==> src/rtl/unsigned_16by8_seq_div.sv <==
// Restoring unsigned divider, one quotient bit per clock: recovers z / y and z % y
// from a DW-bit product and a VW-bit operand, with valid/ready handshakes on both sides.
module unsigned_16by8_seq_div #(
   parameter int DW = 16,
   parameter int VW = 8
) (
   input  logic          clk,
   input  logic          rst_n,
   input  logic          in_valid,
   output logic          in_ready,
   input  logic [DW-1:0] dividend,
   input  logic [VW-1:0] divisor,
   output logic          out_valid,
   input  logic          out_ready,
   output logic [DW-1:0] quotient,
   output logic [VW-1:0] remainder,
   output logic          div_by_zero,
   output logic          q_ovf
);

   // state  | meaning
   // S_IDLE | waiting for operands, in_ready high
   // S_BUSY | shifting/subtracting one quotient bit per cycle
   // S_DONE | result presented, out_valid high until accepted
   localparam logic [1:0] S_IDLE = 2'd0;
   localparam logic [1:0] S_BUSY = 2'd1;
   localparam logic [1:0] S_DONE = 2'd2;

   localparam int CW = $clog2(DW);
   localparam logic [CW-1:0] CNT_LAST = CW'(DW - 1);

   logic [1:0]    state_q;
   logic [CW-1:0] cnt_q;
   logic [DW-1:0] dq_q;
   logic [VW:0]   r_q;
   logic [VW-1:0] divisor_q;

   logic [VW:0]   r_sh;
   logic [VW:0]   r_nx;
   logic [DW-1:0] dq_nx;
   logic          ge;

   assign in_ready  = (state_q == S_IDLE);
   assign out_valid = (state_q == S_DONE);

   always_comb begin
      r_sh  = {r_q[VW-1:0], dq_q[DW-1]};
      ge    = (r_sh >= {1'b0, divisor_q});
      r_nx  = ge ? (r_sh - {1'b0, divisor_q}) : r_sh;
      dq_nx = {dq_q[DW-2:0], ge};
   end

   always_ff @(posedge clk or negedge rst_n) begin
      if (!rst_n) begin
         state_q     <= S_IDLE;
         cnt_q       <= '0;
         dq_q        <= '0;
         r_q         <= '0;
         divisor_q   <= '0;
         quotient    <= '0;
         remainder   <= '0;
         div_by_zero <= 1'b0;
         q_ovf       <= 1'b0;
      end else begin
         case (state_q)
            S_IDLE: begin
               if (in_valid) begin
                  dq_q      <= dividend;
                  r_q       <= '0;
                  divisor_q <= divisor;
                  cnt_q     <= '0;
                  if (divisor == '0) begin
                     quotient    <= '1;
                     remainder   <= dividend[VW-1:0];
                     div_by_zero <= 1'b1;
                     q_ovf       <= 1'b1;
                     state_q     <= S_DONE;
                  end else begin
                     state_q <= S_BUSY;
                  end
               end
            end
            S_BUSY: begin
               dq_q  <= dq_nx;
               r_q   <= r_nx;
               cnt_q <= cnt_q + 1'b1;
               if (cnt_q == CNT_LAST) begin
                  // remainder is always below the divisor, so the top bit is dropped
                  quotient    <= dq_nx;
                  remainder   <= r_nx[VW-1:0];
                  div_by_zero <= 1'b0;
                  q_ovf       <= |dq_nx[DW-1:VW];
                  state_q     <= S_DONE;
               end
            end
            S_DONE: begin
               if (out_ready) state_q <= S_IDLE;
            end
            default: state_q <= S_IDLE;
         endcase
      end
   end

endmodule

==> config.mk <==
export PLATFORM = sky130hd
export DESIGN_NAME = unsigned_16by8_seq_div
export DESIGN_NICKNAME = d
export VERILOG_FILES = /design/src/rtl/unsigned_16by8_seq_div.sv
export SDC_FILE = /design/constraint.sdc
export NUM_CORES = 1
export LEC_CHECK = 0
export CORE_ASPECT_RATIO = 1.75
export CORE_UTILIZATION = 55
export CTS_BUF_LIST = sky130_fd_sc_hd__clkbuf_2
export DETAILED_ROUTE_END_ITERATION = 16
export PLACE_DENSITY = 0.82
export SETUP_SLACK_MARGIN = 0.4
export SYNTH_ARGS = -nofsm -noshare
export SYNTH_HDL_FRONTEND = slang
export SYNTH_SLANG_ARGS = --single-unit
export TNS_END_PERCENT = 20
==> constraint.sdc <==
create_clock -name clk -period 2.49 [get_ports clk]
set_input_delay 0.498 -clock clk [delete_from_list [all_inputs] [get_ports clk]]
set_output_delay 0.498 -clock clk [all_outputs]
set_load 0.01 [all_outputs]
==> results_dict.tcl <==
set metrics [dict create \
    syn_area_per_cell_um2 9.86 \
    cp-start-kind "flip-flop" \
    combPwrFrac_pct 58.5 \
    synth-edff-count 0 \
    critPathTopFamily "compound AO/OA/AOI/OAI gates" \
    num_io_pins 56 \
    tritoncts "done" \
    clk_latency_ps 520 \
    netlist_top_cells_area "dfrtp_1, mux2i_1, o21ai_0" \
    cts.sinks 64 \
    status "finished clean" \
    dieArea_um2 6420 \
    io_buffers 55 \
    drt-wirelength-per-cell_um 17.8 \
    reg2reg_slack_ps 310 \
    relSlewSlack_pct 60.7 \
    fillCellCount 456 \
    antenna_found_initial 0 \
    cp_cell_sequence "inv_1 -> ha_1 -> nor2b_1 -> o2111ai_2 -> a31o_4 -> nand4_1 -> a31oi_1" \
    crit_start "divisor_q[1]$_DFFE_PN0P_" \
    synth.distinct_cells 54 \
    cp_data_required_time_ps 2920 \
    seq_power_share_pct 33.4 \
    grt_pass1_vias 2963 \
    async_flop_share_pct 100 \
    netlist_instances 340 \
    vias_per_cell 6.09 \
    ys_ff_latch 64 \
    drv_cap 0 \
    yosysWarnings 0 \
    finalCritPeriodShare_pct 87.4 \
    post-place-ws_ps 119 \
    drc 0 \
    rsz0062_at_grt "true" \
    syn-cell-area_um2 3350 \
    p_leak_nw 1.82 \
    finalWorstSetupSlack_ps 314 \
    dieHeight_um 105 \
    slowest_delay_ps 460 \
    synth_seq_area_share_pct 47.8 \
    dp_hpwl_um 6230 \
    fp.coreArea_um2 5880 \
    drt_iter0_drc 222 \
    cp-end-kind "flip-flop" \
    clk_pin_slew_ps 150 \
    wl_um 8610 \
    die_x_um 61 \
    tightest_slew_ps 589 \
    layout-drive-gt1-share_pct 15.0 \
    grt_start_max_net_pins 28 \
    r2r-end "remainder[1]$_DFFE_PN0P_" \
    tns_ps 0 \
    clockBufferDepth 2 \
    crit_path_top_delay_cell "dfrtp_2" \
    grt_overflow 0 \
    path_buf_inv 1 \
    cp_max_fo 11 \
    hold_path_class "input port to asynchronous set/reset pin" \
    diodes 0 \
    row_count 37 \
    r2r-start "divisor_q[1]$_DFFE_PN0P_" \
    track_usage_pct 29.5 \
    power.density_nw_per_um2 1410 \
    synth_top_area_share_pct 47.8 \
    intPower_w 0.00332 \
    p_sw_share_pct 44.1 \
    fin_crit_ps 2180 \
    cts_buffers 9 \
    cts-root-buf "clkbuf_2" \
    r2r_cells 7 \
    synth_nets 378 \
    ant_nets 0 \
    clockPowerShare_pct 8.1 \
    start_util_pct 57.0 \
    grt_pass1_wl_um 13900 \
    crit_type "flip-flop to flip-flop" \
    final-setup-viol-count 0 \
    first_pass_iters 4 \
    hold_viol 0 \
    yosysTopAreaCell "dfrtp_1" \
    areaGrowthSynthToFinish_pct 25.5 \
    via_count 2954 \
    slew_violations 0 \
    place_congestion 0.872 \
    htree_levels 3 \
    synth-main-ff-cell "dfrtp_1" \
    ir_drop_uv 879 \
    skew_ps 12.9 \
    worst_ep_arrival_time_ps 2610 \
    nNetsFinal 441 \
    p_switching_w 0.00262 \
    fmax_mhz 459 \
]
## cell families after synthesis
family / synth area share [%]
xor gates and xnor gates: 1.57
adders and majority gates: 3.96
muxes: 6.87
AOI/OAI and AO/OA: 17.7
DFF: 47.8
and+or+nand+nor: 17.8
buffers and inverters: 4.29
## layout by cell type, fill, tap and decap left out, types with 3 or more instances in the layout
cell	Yosys	routed
nor2_1	29	28
inv_1	14	13
o21ai_0	24	24
dfrtp_2	0	3
mux2_2	8	8
nand3_1	11	11
clkdlybuf4s50_1	0	52
clkbuf_2	0	13
o21ai_1	4	3
mux2i_1	14	14
dfrtp_1	64	61
nand2b_1	5	4
xor2_1	4	4
o211ai_1	5	5
a21oi_1	13	13
a21o_1	3	3
a41oi_1	3	3
nor3_1	11	11
buf_4	2	11
o31ai_1	4	4
nand2_1	32	32
nand4_1	8	8
nor2b_1	5	4
ha_1	9	6
o22a_1	8	8
and2_1	7	7
a31oi_1	6	6
## worst reg2reg max path: cells and delay by family, from the launching register on
family | cells | cell delay [ps]
buffers and inverters | 1 | 60
DFF | 1 | 460
AOI/OAI and AO/OA | 3 | 990
and+or+nand+nor | 2 | 300
adders and majority gates | 1 | 290
## power groups by stage
stage,Combinational [W],Sequential [W],Clock [W]
floorplan,0.00215,0.00194,0
global placement,0.00306,0.00198,0
detailed placement,0.00318,0.00199,0
CTS,0.00329,0.00197,0.000486
global route,0.00381,0.00203,0.000522
finish,0.00347,0.00198,0.000480
## synth_stat cells (2+ instances only)
cell type and count:
a21o_1 3, buf_4 2, a41oi_1 3, o221ai_1 2, or4_1 2, and2_1 7, a31oi_1 6, o21ai_1 4
ha_1 9, nand3_1 11, o211ai_1 5, dfrtp_1 64, buf_2 7, xor2_1 4, a21oi_1 13, nor3b_1 2
nand2_1 32, nor3_1 11, o22a_1 8, nand4_1 8, mux2_2 8, inv_1 14, o21ai_0 24, nor2b_1 5
o31ai_1 4, nor4_2 2, xnor2_1 2, nor2_1 29, mux2i_1 14, clkbuf_1 7, nand2b_1 5
## through the flow
step | power, W | util [%] | hold WS [ps] | area [um2] | cells
floorplan | 0.00409 | - | 202 | 3350 | 340
global placement | 0.00504 | 68.1 | 473 | 4000 | 464
detailed placement | 0.00517 | 68.1 | 477 | 4000 | 464
CTS | 0.00575 | 70.5 | 509 | 4150 | 484
global route | 0.00637 | 71.5 | 530 | 4210 | 485
finish | 0.00594 | 71.5 | 495 | 4210 | 485
## routing by layer
metal	vias up	GRT usage, %	part of all wire (%)
li1	1362	-	-
met1	1457	31.6	37
met2	104	50.2	52
met3	31	6.01	4.9
met4	0	18.7	5.3
met5	-	0	0
## how the worst max path moves through the flow
stage / to / slack (ps) / cells past startpoint
after floorplan: remainder[6]$_DFFE_PN0P_ / 550 / 8
after global placement: remainder[5]$_DFFE_PN0P_ / 260 / 6
after detailed placement: remainder[1]$_DFFE_PN0P_ / 120 / 7
after CTS: in_ready / 250 / 2
after global routing: r_q[5]$_DFFE_PN0P_ / 220 / 6
final: remainder[1]$_DFFE_PN0P_ / 310 / 7
## area by class of cell
type	count	area, um2	share of cell area [%]
Sequential cell	64	1610	38.2
Timing Repair Buffer	69	679	16.2
Tap cell	78	97.6	2.32
Clock buffer	13	65.1	1.55
Clock inverter	2	7.51	0.179
Inverter	14	52.6	1.25
Multi-Input combinational cell	245	1700	40.4
## registers in the layout, indices dropped and copies added, names as in the netlist
name	count
r_q	8
quotient	16
state_q	2
div_by_zero	1
q_ovf	1
dq_q	16
divisor_q	8
cnt_q	4
remainder	8
## timing repair
action,in CTS,in global routing
gates cloned,1,0
hold buffers,1,0
setup buffers,3,1
pin swaps,1,2
endpoints found under the hold margin,24,0
setup endpoints to repair,31,17
resized for setup,11,11
Note: power is estimated with default switching activity, not from simulation.
